**src/rtl/async_fifo_pkg.sv**
```systemverilog
// async_fifo_pkg: shared pointer helpers and parameter limits for the async FIFO controllers.
package async_fifo_pkg;
  localparam int ASIZE_MIN = 2;
  localparam int ASIZE_MAX = 12;
  localparam int PTR_MAX = ASIZE_MAX + 1;
  function automatic bit asize_ok(input int a);
    return a >= ASIZE_MIN && a <= ASIZE_MAX;
  endfunction
  function automatic logic [PTR_MAX-1:0] bin2gray(input logic [PTR_MAX-1:0] b);
    return b ^ (b >> 1);
  endfunction
  // Narrower pointers are zero-extended, so the upper prefix bits stay zero.
  function automatic logic [PTR_MAX-1:0] gray2bin(input logic [PTR_MAX-1:0] g);
    logic [PTR_MAX-1:0] b;
    b = '0;
    for (int i = 0; i < PTR_MAX; i++) b[i] = ^(g >> i);
    return b;
  endfunction
endpackage

```
**src/rtl/gray2bin_conv.sv**
```systemverilog
// gray2bin_conv: combinational Gray-to-binary conversion (XOR prefix from the MSB down).
module gray2bin_conv #(
  parameter int W = 5
) (
  input  logic [W-1:0] gray,
  output logic [W-1:0] bin
);
  for (genvar i = 0; i < W; i++) begin : g_bit
    assign bin[i] = ^(gray >> i);
  end
endmodule

```
**src/rtl/async_fifo_wr_ctrl.sv**
```systemverilog
// async_fifo_wr_ctrl: write-side pointer, RAM write strobe and full/level flags of the async FIFO.
module async_fifo_wr_ctrl
  import async_fifo_pkg::*;
#(
  parameter int ASIZE = 4,
  parameter int AFULL_MARGIN = 2
) (
  input  logic             src_clk,
  input  logic             src_rst,
  input  logic             wr_en,
  input  logic [ASIZE:0]   rd_ptr_sync,
  output logic             mem_we,
  output logic [ASIZE-1:0] wr_addr,
  output logic [ASIZE:0]   wr_ptr_gray,
  output logic             wr_full,
  output logic             wr_almost_full,
  output logic [ASIZE:0]   wr_level,
  output logic             wr_overflow
);
  if (!asize_ok(ASIZE)) begin : g_asize_err
    $error("async_fifo_wr_ctrl: ASIZE out of range");
  end
  localparam logic [ASIZE:0] AF_TH = (ASIZE+1)'((2**ASIZE) - AFULL_MARGIN);
  logic [ASIZE:0] wr_bin, bin_next, gray_next, rd_bin, level_next;
  logic push, full_next;
  gray2bin_conv #(.W(ASIZE+1)) u_rd_g2b (.gray(rd_ptr_sync), .bin(rd_bin));
  // Registered full gates the push, so a write while full is rejected even as the reader frees space.
  assign push = wr_en & ~wr_full;
  assign mem_we = push & ~src_rst;
  assign wr_addr = wr_bin[ASIZE-1:0];
  assign bin_next = wr_bin + (ASIZE+1)'(push);
  assign gray_next = bin_next ^ (bin_next >> 1);
  assign full_next = gray_next == {~rd_ptr_sync[ASIZE:ASIZE-1], rd_ptr_sync[ASIZE-2:0]};
  assign level_next = bin_next - rd_bin;
  always_ff @(posedge src_clk) begin
    if (src_rst) begin
      wr_bin <= '0;
      wr_ptr_gray <= '0;
      wr_full <= 1'b0;
      wr_almost_full <= 1'b0;
      wr_level <= '0;
      wr_overflow <= 1'b0;
    end else begin
      wr_bin <= bin_next;
      wr_ptr_gray <= gray_next;
      wr_full <= full_next;
      wr_almost_full <= level_next >= AF_TH;
      wr_level <= level_next;
      wr_overflow <= wr_overflow | (wr_en & wr_full);
    end
  end
endmodule

```
**config.mk**
```make
export PLATFORM = sky130hd
export DESIGN_NAME = async_fifo_wr_ctrl
export DESIGN_NICKNAME = d
export VERILOG_FILES = /design/src/rtl/async_fifo_pkg.sv /design/src/rtl/gray2bin_conv.sv /design/src/rtl/async_fifo_wr_ctrl.sv
export SDC_FILE = /design/constraint.sdc
export NUM_CORES = 1
export LEC_CHECK = 0
export BUFFER_PORTS_ARGS = -buffer_cell sky130_fd_sc_hd__buf_2
export CAP_MARGIN = 20
export CORE_ASPECT_RATIO = 1.1
export CORE_UTILIZATION = 30
export DETAILED_ROUTE_END_ITERATION = 10
export PLACE_DENSITY = 0.56
export SYNTH_ARGS = -nofsm -noshare
export SYNTH_HDL_FRONTEND = slang
export SYNTH_SLANG_ARGS = --single-unit
```
**constraint.sdc**
```tcl
create_clock -name src_clk -period 2.9 [get_ports src_clk]
set_input_delay 0.58 -clock src_clk [delete_from_list [all_inputs] [get_ports src_clk]]
set_output_delay 0.58 -clock src_clk [all_outputs]
set_load 0.1 [all_outputs]
```
# Yosys cells after proc, flatten, opt, wreduce, memory -nomap -nowiden
# Index checks and enable logic that the tools add are counted.
# word_totals
input_bits,8
wordCells,23
regBits,18
output_inout_bits,18
# classes
bitwise,8
reduce_logical,5
n_addsub,2
magnitude_cmp,1
eq_ne,1
# op_table
operator,count
parity 5 bit,5
adder 5 x 1 -> 5 bit,1
== test 5 bit,1
"greater-or-equal comparator 5 x 4 -> 1 bit, second input constant",1
subtractor 5 bit,1
bitwise XOR 5 x 4 -> 5 bit,1
AND 1 bit,3
NOT 1 bit,2
NOT 2 bit,1
bitwise OR 1 bit,1

# Depth between registers and ports, before layout
# Gate-level depths: netlist of the first run.
# depth
depth_word,5
mapped_depth,12
depth_no_buf,12

# Modules after synthesis
# Synthesis of the first run repeated with hierarchy kept, for this count alone.
# unflattened
hier_cells,84
hier_area_um2,863.3
# modules_own_cells
module,seq_area_each_um2,instances,area_per_inst_um2,cells_per_inst
async_fifo_wr_ctrl,340.3,1,790.8,78
gray2bin_conv,0.0,1,72.6,6

# Least setup slack after synthesis of the first run
# No wires, ideal clock.
# synth_path
kind,register to register
startpoint,register wr_full
endpoint,register wr_almost_full
stages_incl_launch_ff,12
t_required_ns,2.775
slack_ns,-0.214
setup_ns,0.125
synth_period_minus_slack_ns,3.114
n_path_buf,0
arrival_time_ns,2.989
cell_sequence,dfxtp_1 -> nor2b_1 -> ha_1 -> ha_1 -> inv_1 -> fa_1 -> nor2b_1 -> o21ai_0 -> o311ai_0 -> o21ai_0 -> xnor2_1 -> o2bb2ai_1
# synth_between
elab_chain_cells,5
# synth_rtl
item,line,source
"start, declared",async_fifo_wr_ctrl.sv:15,"output logic wr_full,"
"start signal, assigned",async_fifo_wr_ctrl.sv:46,wr_full <= full_next;
NOT 1 bit,async_fifo_wr_ctrl.sv:28,assign push = wr_en & ~wr_full;
AND 1 bit,async_fifo_wr_ctrl.sv:28,
adder 5 x 1 -> 5 bit,async_fifo_wr_ctrl.sv:31,assign bin_next = wr_bin + (ASIZE+1)'(push);
net bin_next[1],async_fifo_wr_ctrl.sv:24,"logic [ASIZE:0] wr_bin, bin_next, gray_next, rd_bin, level_next;"
subtractor 5 bit,async_fifo_wr_ctrl.sv:34,assign level_next = bin_next - rd_bin;
greater-or-equal comparator 5 x 4 -> 1 bit,async_fifo_wr_ctrl.sv:47,wr_almost_full <= level_next >= AF_TH;
"end signal, assigned",async_fifo_wr_ctrl.sv:40,wr_almost_full <= 1'b0;
"end signal, assigned",async_fifo_wr_ctrl.sv:47,
"end, declared",async_fifo_wr_ctrl.sv:16,"output logic wr_almost_full,"
# The timed path passes the listed nets, and every way through them passes these cells.
# A chain may end at the register's enable or synchronous reset.

# Worst setup path after layout of the first run
# layout_path
startpoint,input rd_ptr_sync[4]
endpoint,register wr_almost_full
# layout_between
elab_chain_cells,3
word_cells_on_any_way,7
classes_between,add/sub: 1; order compare: 1; reduce/logical: 5
# layout_rtl
item,line,source
"start, declared",async_fifo_wr_ctrl.sv:11,"input logic [ASIZE:0] rd_ptr_sync,"
parity 5 bit,gray2bin_conv.sv:9,assign bin[i] = ^(gray >> i);
subtractor 5 bit *,async_fifo_wr_ctrl.sv:34,
greater-or-equal comparator 5 x 4 -> 1 bit *,async_fifo_wr_ctrl.sv:47,
# Every way passes the cells marked *; elsewhere a longest branch is shown, timed or not.

==> results of run 1 <==
==> stage by stage <==
step | power, mW | setup TNS [ns] | hold slack [ns] | cell area, um^2 | setup slack, ns
after detailed placement | 0.697 | -0.418 | 0.470 | 1100 | -0.212
after floorplan | 0.615 | 0 | 0.721 | 862 | 0.0739
after global routing | 0.867 | -0.0100 | 0.522 | 1140 | -0.0100
after CTS | 0.822 | 0 | 0.496 | 1120 | 0.106
final | 0.816 | 0 | 0.479 | 1140 | 0.192
after global placement | 0.693 | -0.308 | 0.446 | 1100 | -0.170
==> synth_stat cells <==
| cell type | instances | area, um^2 |
|---|---|---|
| sky130_fd_sc_hd__o311ai_0 | 1 | 8.76 |
| sky130_fd_sc_hd__o31ai_1 | 1 | 7.51 |
| sky130_fd_sc_hd__a21o_1 | 1 | 7.51 |
| sky130_fd_sc_hd__fa_1 | 1 | 20.0 |
| sky130_fd_sc_hd__buf_1 | 1 | 3.75 |
| sky130_fd_sc_hd__mux2_2 | 1 | 11.3 |
| sky130_fd_sc_hd__a221oi_2 | 1 | 15.0 |
| sky130_fd_sc_hd__xor2_1 | 8 | 70.1 |
| sky130_fd_sc_hd__inv_1 | 5 | 18.8 |
| sky130_fd_sc_hd__xor2_4 | 1 | 27.5 |
| sky130_fd_sc_hd__nor3_1 | 1 | 5.00 |
| sky130_fd_sc_hd__o21ai_0 | 3 | 15.0 |
| sky130_fd_sc_hd__ha_1 | 5 | 62.6 |
| sky130_fd_sc_hd__nor3_2 | 1 | 10.0 |
| sky130_fd_sc_hd__nand3_1 | 4 | 20.0 |
| sky130_fd_sc_hd__xor2_2 | 1 | 16.3 |
| sky130_fd_sc_hd__o2bb2ai_1 | 1 | 8.76 |
| sky130_fd_sc_hd__clkbuf_1 | 1 | 3.75 |
| sky130_fd_sc_hd__nor2_1 | 14 | 52.6 |
| sky130_fd_sc_hd__nor2b_1 | 6 | 37.5 |
| sky130_fd_sc_hd__a21oi_1 | 2 | 10.0 |
| sky130_fd_sc_hd__dfxtp_1 | 17 | 340 |
| sky130_fd_sc_hd__xnor2_1 | 7 | 61.3 |
| sky130_fd_sc_hd__o211ai_1 | 1 | 7.51 |
| sky130_fd_sc_hd__and3_1 | 1 | 6.26 |
| sky130_fd_sc_hd__or3_1 | 2 | 12.5 |
==> layout make-up <==
class | instances | area share
Clock buffer | 3 | 0.0197
Clock inverter | 1 | 0.00439
Inverter | 5 | 0.0164
Multi-Input combinational cell | 64 | 0.447
Sequential cell | 17 | 0.300
Tap cell | 33 | 0.0362
Timing Repair Buffer | 35 | 0.175
==> flip-flops by register name (all words and copies together) (netlist names) <==
name	cells
wr_almost_full	1
wr_level	5
wr_bin	4
wr_overflow	1
wr_ptr_gray	5
wr_full	1
==> timing repair <==
action                                  CTS  global route
hold endpoints to repair                  0             0
resized for setup                         0             4
endpoints found under the setup margin    0             2
==> cell families (layout without fill, tap and decap cells) <==
logic type	Yosys count	count (layout)	synth area share
flops	17	17	0.396
compound gates	11	11	0.0932
mux	1	1	0.0131
buf+inv	7	44	0.0306
xor+xnor	17	17	0.204
fa+ha+maj	6	6	0.0961
simple gates	29	29	0.167
==> per-layer routing <==
metal	wire (um)	part of all wire
met5	0	0
met4	58	0.036
met3	53	0.033
met2	808	0.50
met1	685	0.43
==> power breakdown <==
part           leakage, nW  internal, mW  total [mW]  switching [mW]
logic                0.390         0.109       0.423           0.315
registers            0.140         0.263       0.270         0.00728
clock network       0.0177        0.0513       0.123          0.0715
total                0.547         0.423       0.816           0.393
==> final timing paths <==
kind	endpoint	slack [ns]	cells after the start
setup / recovery	wr_almost_full$_SDFF_PP0_	0.19	13
hold / removal	wr_overflow$_SDFF_PP0_	0.48	2
setup reg to reg	wr_full$_SDFF_PP0_	0.40	10
hold reg to reg	wr_overflow$_SDFF_PP0_	0.48	2
==> worst register-to-register path, stage by stage (launching register included) <==
cell                       delay, ns
sky130_fd_sc_hd__dfxtp_2        0.33
sky130_fd_sc_hd__nor2b_1        0.17
sky130_fd_sc_hd__ha_1           0.20
sky130_fd_sc_hd__ha_1           0.27
sky130_fd_sc_hd__xor2_4         0.12
sky130_fd_sc_hd__buf_4          0.16
sky130_fd_sc_hd__xnor2_1        0.30
sky130_fd_sc_hd__nand3_1        0.12
sky130_fd_sc_hd__nor2b_1        0.14
sky130_fd_sc_hd__or3_1          0.32
sky130_fd_sc_hd__a221oi_2       0.27
==> impl_summary.txt, run 1 <==
----------------------------------------------------
[Timing]
  Upper clock frequency limit ... 0.369 GHz
  Max-slew violation count ... 0
  Worst clock skew on the final layout ... 0.00345 ns
  Max-slew headroom at the worst pin ... 0.678
  Setup violators final ... 0
  Share of the clock period used by the worst path ... 0.934
  Hold violation total from the final report ... 0
  Worst Tran Pin Value ... 0.481 ns
  Crit path time final ... 2.71 ns

[Run]
  Number of max-capacitance violations reported ... 0

[Layout]
  Total area of multi-input combinational cells ... 510 um^2
  Share of the core filled with cells in the final layout ... 0.415
  Diode insertion count for antenna repair ... 0
  Net count of the finished layout ... 140
  Sequential standard cell area ... 343 um^2
  Share of post-route cells with drive strength above 1 ... 0.392
  Commonest cells after routing, fill and taps aside ... sky130_fd_sc_hd__buf_2, sky130_fd_sc_hd__dfxtp_1, sky130_fd_sc_hd__nor2_1
  Fill cell count ... 292
  Syn-to-layout area delta ... 32.8%
  Most frequent standard cell in the layout excluding fill and tap cells ... sky130_fd_sc_hd__buf_2
  Post-layout instance count excluding filler cells ... 158

[Logic synthesis]
  Number of distinct standard cells referenced by the synthesized netlist ... 26
  Netlist Area Pre-Place ... 860 um^2
  Flip-flop and latch count after synthesis ... 17
  Number of warning messages in the yosys log ... 0
  Average footprint of a synthesized cell ... 9.77 um^2
  Sequential area share after synthesis ... 0.396
  Number of standard cells after synthesis ... 88
  Syn nets ... 102

[Clock network]
  Clock slew seen by the registers of the worst setup and hold paths ... 0.10 ns
  Clock sink count ... 17
  Clk_lat worst skew ... 0.29 ns
  Setup Buffers After CTS ... 0
  Largest buffer count on any clock path ... 2
  Number of buffers inserted for hold repair after clock tree synthesis ... 0
  Number of buffers created by CTS ... 3
  CTS tree ... done
  Root buf cell ... sky130_fd_sc_hd__clkbuf_4
  Total number of H-tree levels ... 1

[Detailed routing]
  Final routed DRC violation total ... 0
  Wire length per cell after detailed routing ... 10.2 um
  Antenna-violating nets left ... 0
  Number of iterations in the first detailed-routing pass ... 4
  Vias after detailed routing ... 707
  Via count normalized by instance count ... 4.47
  Sum of routed wire length over all layers ... 1.61 mm
  First DRT Iteration DRCs ... 7

[Global routing]
  Most utilized layer in the global route result ... met2
  Number of global-route vias before repair ... 675
  Met1 usage in global routing ... 0.133
  Remaining global-route overflow ... 0
  Wire length of the first global-routing pass ... 2.65 mm
  Met3 track demand over resource ... 0.0315
  Overall global routing resource usage ... 0.124
  Largest net degree at the start of global routing ... 19
  Initial antenna violation count ... 0
  Met2 routing resource usage after global routing ... 0.193

[Place]
  Count of input and output buffers ... 25
  GPL Wtd Cong ... 0.791
  Post-detailed-placement half-perimeter wirelength ... 1.29 mm
  Cell total after placement ... 154

[Critical path]
  Maximum fanout count along the critical path ... 4
  Delay-heaviest family, CP ... XOR/XNOR gates
  CP bufs+invs ... 1
  CP cell instances ... buf_2, xor2_2, xnor2_2, xor2_1, xnor2_1, ha_1, fa_1, nor2b_2, o21ai_0, o311ai_0, o21ai_1, xnor2_1, o2bb2ai_1
  Most repeated library cell on the critical path ... sky130_fd_sc_hd__xnor2_1
  Setup crit end kind ... flop
  Kind of critical path ... primary input to flop
  Crit-path max cell delay ... 0.42 ns
  Library cell contributing the largest single delay on the critical path ... sky130_fd_sc_hd__fa_1
  Crit path required time ... 3.08 ns
  Worst reg2reg startpoint ... wr_full$_SDFF_PP0_
  Worst path arrival time ... 2.89 ns
  First element of the critical path ... rd_ptr_sync[4]
  Critical Path Start Type ... primary input

[Floorplan]
  Floorplan core area ... 2750 um^2
  Width of the chip ... 53.0 um
  Initial Utilization ... 0.312
  Number of cell rows ... 20
  Number of top-level pins ... 26
  Height of the die ... 58.1 um
  Floorplan die area ... 3080 um^2

[Min path]
  HP Start ... wr_overflow$_SDFF_PP0_
  Hold crit path type ... flop to flop

[Run status]
  Outcome ... completed

[Power]
  Total power density per cell area ... 715 nW/um^2
  Worst IR Drop VDD ... 0.407 mV
  Cell leakage power ... 0.547 nW

----------------------------------------------------
Power figures use the tool's default switching activity.
==> run 2: changes to the inputs <==
- MAX_ROUTING_LAYER: unset -> met4
==> run 2 against run 1 <==
Against the previous run: count of clock-buffer cells in the layout unchanged; total power increased by 0.32%; via count increased by 0.28%; critical path type unchanged; largest cell class unchanged; largest power group unchanged; highest routed layer unchanged.
==> impl_summary.txt, run 2 (synthesis gave the netlist of run 1 again) <==
----------------------------------------------------
[Run status]
  Outcome ... completed

[Clock network]
  Number of buffers inserted for hold repair after clock tree synthesis ... 0 (unchanged)
  Setup Buffers After CTS ... 0 (unchanged)
  Largest buffer count on any clock path ... 2 (unchanged)
  Clock sink count ... 17 (unchanged)
  Total number of H-tree levels ... 1 (unchanged)
  Root buf cell ... sky130_fd_sc_hd__clkbuf_4
  CTS tree ... done
  Clock slew seen by the registers of the worst setup and hold paths ... 0.10 ns (about the same)
  Clk_lat worst skew ... 0.29 ns (about the same)
  Number of buffers created by CTS ... 3 (unchanged)

[Place]
  Cell total after placement ... 154 (unchanged)
  Post-detailed-placement half-perimeter wirelength ... 1.29 mm (unchanged)
  DP Worst Slack ... -0.212 ns (unchanged)
  Count of input and output buffers ... 25 (unchanged)
  GPL Wtd Cong ... 0.802 (+1.4%)
  Post-place instance area ... 1100 um^2 (unchanged)

[Critical path]
  Instance count on the critical path ... 13 (unchanged)
  Crit-path max cell delay ... 0.36 ns (-0.06 ns)
  CP bufs+invs ... 1 (unchanged)
  Setup crit end kind ... flop
  Crit path required time ... 3.08 ns (about the same)
  Maximum fanout count along the critical path ... 4 (unchanged)
  Kind of critical path ... primary input to flop
  Critical Path Start Type ... primary input
  Worst path arrival time ... 2.83 ns (-0.06 ns)
  Delay-heaviest family, CP ... XOR/XNOR gates
  CP cell instances ... buf_2, xor2_2, xnor2_2, xor2_1, xnor2_1, ha_1, fa_2, nor2b_2, o21ai_0, o311ai_0, o21ai_1, xnor2_1, o2bb2ai_1
  Most repeated library cell on the critical path ... sky130_fd_sc_hd__xnor2_1
  Library cell contributing the largest single delay on the critical path ... sky130_fd_sc_hd__fa_2
  Length in cells of the worst reg-to-reg path ... 10 (unchanged)

[Min path]
  Hold crit path type ... flop to flop
  Worst hold path depth ... 2 (unchanged)

[Global routing]
  Remaining global-route overflow ... 0 (unchanged)
  Largest net degree at the start of global routing ... 19 (unchanged)
  Overall global routing resource usage ... 0.124 (+0.000370)
  Initial antenna violation count ... 0 (unchanged)
  Number of global-route vias before repair ... 675 (unchanged)
  Wire length of the first global-routing pass ... 2.62 mm (-1.0%)

[Layout]
  Post-layout instance count excluding filler cells ... 158 (unchanged)
  Fill cell count ... 291 (-0.34%)
  Registers with the most flip-flops ... wr_level x5, wr_ptr_gray x5, wr_bin x4
  Net count of the finished layout ... 140 (unchanged)
  Most frequent standard cell in the layout excluding fill and tap cells ... sky130_fd_sc_hd__buf_2
  Final instance area ... 1140 um^2 (+0.22%)
  Syn-to-layout area delta ... 33.0%
  Diode insertion count for antenna repair ... 0 (unchanged)
  Share of post-route cells with drive strength above 1 ... 0.400 (+0.00800)
  Sequential standard cell area ... 343 um^2 (unchanged)
  Commonest cells after routing, fill and taps aside ... sky130_fd_sc_hd__buf_2, sky130_fd_sc_hd__dfxtp_1, sky130_fd_sc_hd__nor2_1
  Total area of multi-input combinational cells ... 513 um^2 (+0.49%)

[Power]
  Total power density per cell area ... 716 nW/um^2 (about the same)
  Design Power ... 819 uW (+0.32%)
  Cell leakage power ... 0.547 nW (-0.15%)
  Worst IR Drop VDD ... 0.408 mV (about the same)

[Floorplan]
  Floorplan core area ... 2750 um^2 (unchanged)
  Height of the die ... 58.1 um (unchanged)
  Width of the chip ... 53.0 um (unchanged)
  Number of top-level pins ... 26 (unchanged)
  Initial Utilization ... 0.312 (unchanged)
  Floorplan die area ... 3080 um^2 (unchanged)
  Number of cell rows ... 20 (unchanged)

[Timing]
  Max-slew headroom at the worst pin ... 0.678 (about the same)
  Max-slew violation count ... 0 (unchanged)
  Crit path time final ... 2.65 ns (-0.0579 ns)
  Upper clock frequency limit ... 0.377 GHz (+2.2%)
  Setup violators final ... 0 (unchanged)
  Worst clock skew on the final layout ... 0.00306 ns (-0.000385 ns)
  Worst hold slack ... 0.479 ns (-0.0000730 ns)
  RSZ-0062 raised after global routing ... no
  Worst Tran Pin Value ... 0.481 ns (-0.000130 ns)
  Hold violation total from the final report ... 0 (unchanged)
  Final worst slack ... 0.250 ns (+0.0579 ns)
  Share of the clock period used by the worst path ... 0.914 (-0.0200)

[Detailed routing]
  Antenna-violating nets left ... 0 (unchanged)
  Wire length per cell after detailed routing ... 10.2 um (+0.50%)
  Number of iterations in the first detailed-routing pass ... 4 (unchanged)
  Vias after detailed routing ... 709 (+0.28%)
  First DRT Iteration DRCs ... 8 (+1)
  Sum of routed wire length over all layers ... 1.61 mm (+0.50%)
  Final routed DRC violation total ... 0 (unchanged)
  Via count normalized by instance count ... 4.49 (+0.28%)

[Run]
  Number of max-capacitance violations reported ... 0 (unchanged)

----------------------------------------------------
-- run 2: cell counts in the layout (fill, tap and decap cells not counted) --
No cell type changed its count.
-- run 2: repair_timing --
item,CTS,global route
resized for setup,0,5
hold endpoints to repair,0,0
setup endpoints to repair,0,2
-- run 2: through the flow --
stage / util / TNS, ns
CTS: 0.408 / 0
global route: 0.415 / 0
global placement: 0.398 / -0.308
detailed placement: 0.398 / -0.418
finish: 0.415 / 0
floorplan: - / 0
-- run 2: cell type report --
type / count / area share
well taps: 33 / 0.0361
inverters: 5 / 0.0164
clock buffers: 3 / 0.0197
multi-input cells: 64 / 0.449
flip-flops and latches: 17 / 0.300
clock inverters: 1 / 0.00438
repair buffers: 35 / 0.175
-- run 2: path summary, 6_finish.rpt --
kind                           from                         to  slack [ns]
max reg2reg      wr_full$_SDFF_PP0_         wr_full$_SDFF_PP0_        0.41
max                  rd_ptr_sync[3]  wr_almost_full$_SDFF_PP0_        0.25
min          wr_overflow$_SDFF_PP0_     wr_overflow$_SDFF_PP0_        0.48
min reg2reg  wr_overflow$_SDFF_PP0_     wr_overflow$_SDFF_PP0_        0.48
-- run 2: power breakdown --
group	switching, mW	total (mW)	internal (mW)
clock network	0.0721	0.123	0.0513
logic	0.315	0.425	0.110
registers	0.00728	0.270	0.263
total	0.394	0.819	0.424
-- run 2: per-layer routing --
metal | up-vias | track usage | routed length (um)
met1 | 318 | 0.133 | 691
met2 | 19 | 0.193 | 811
li1 | 367 | - | -
met3 | 5 | 0.0157 | 53
met4 | 0 | 0.113 | 57
met5 | - | - | 0
-- run 2: tightest hold or removal path: cells and delay by family, from the launching register on --
kind,cells,cell delay (ns)
DFF,1,0.34
AOI/OAI and AO/OA,1,0.04
and+or+nand+nor,1,0.07
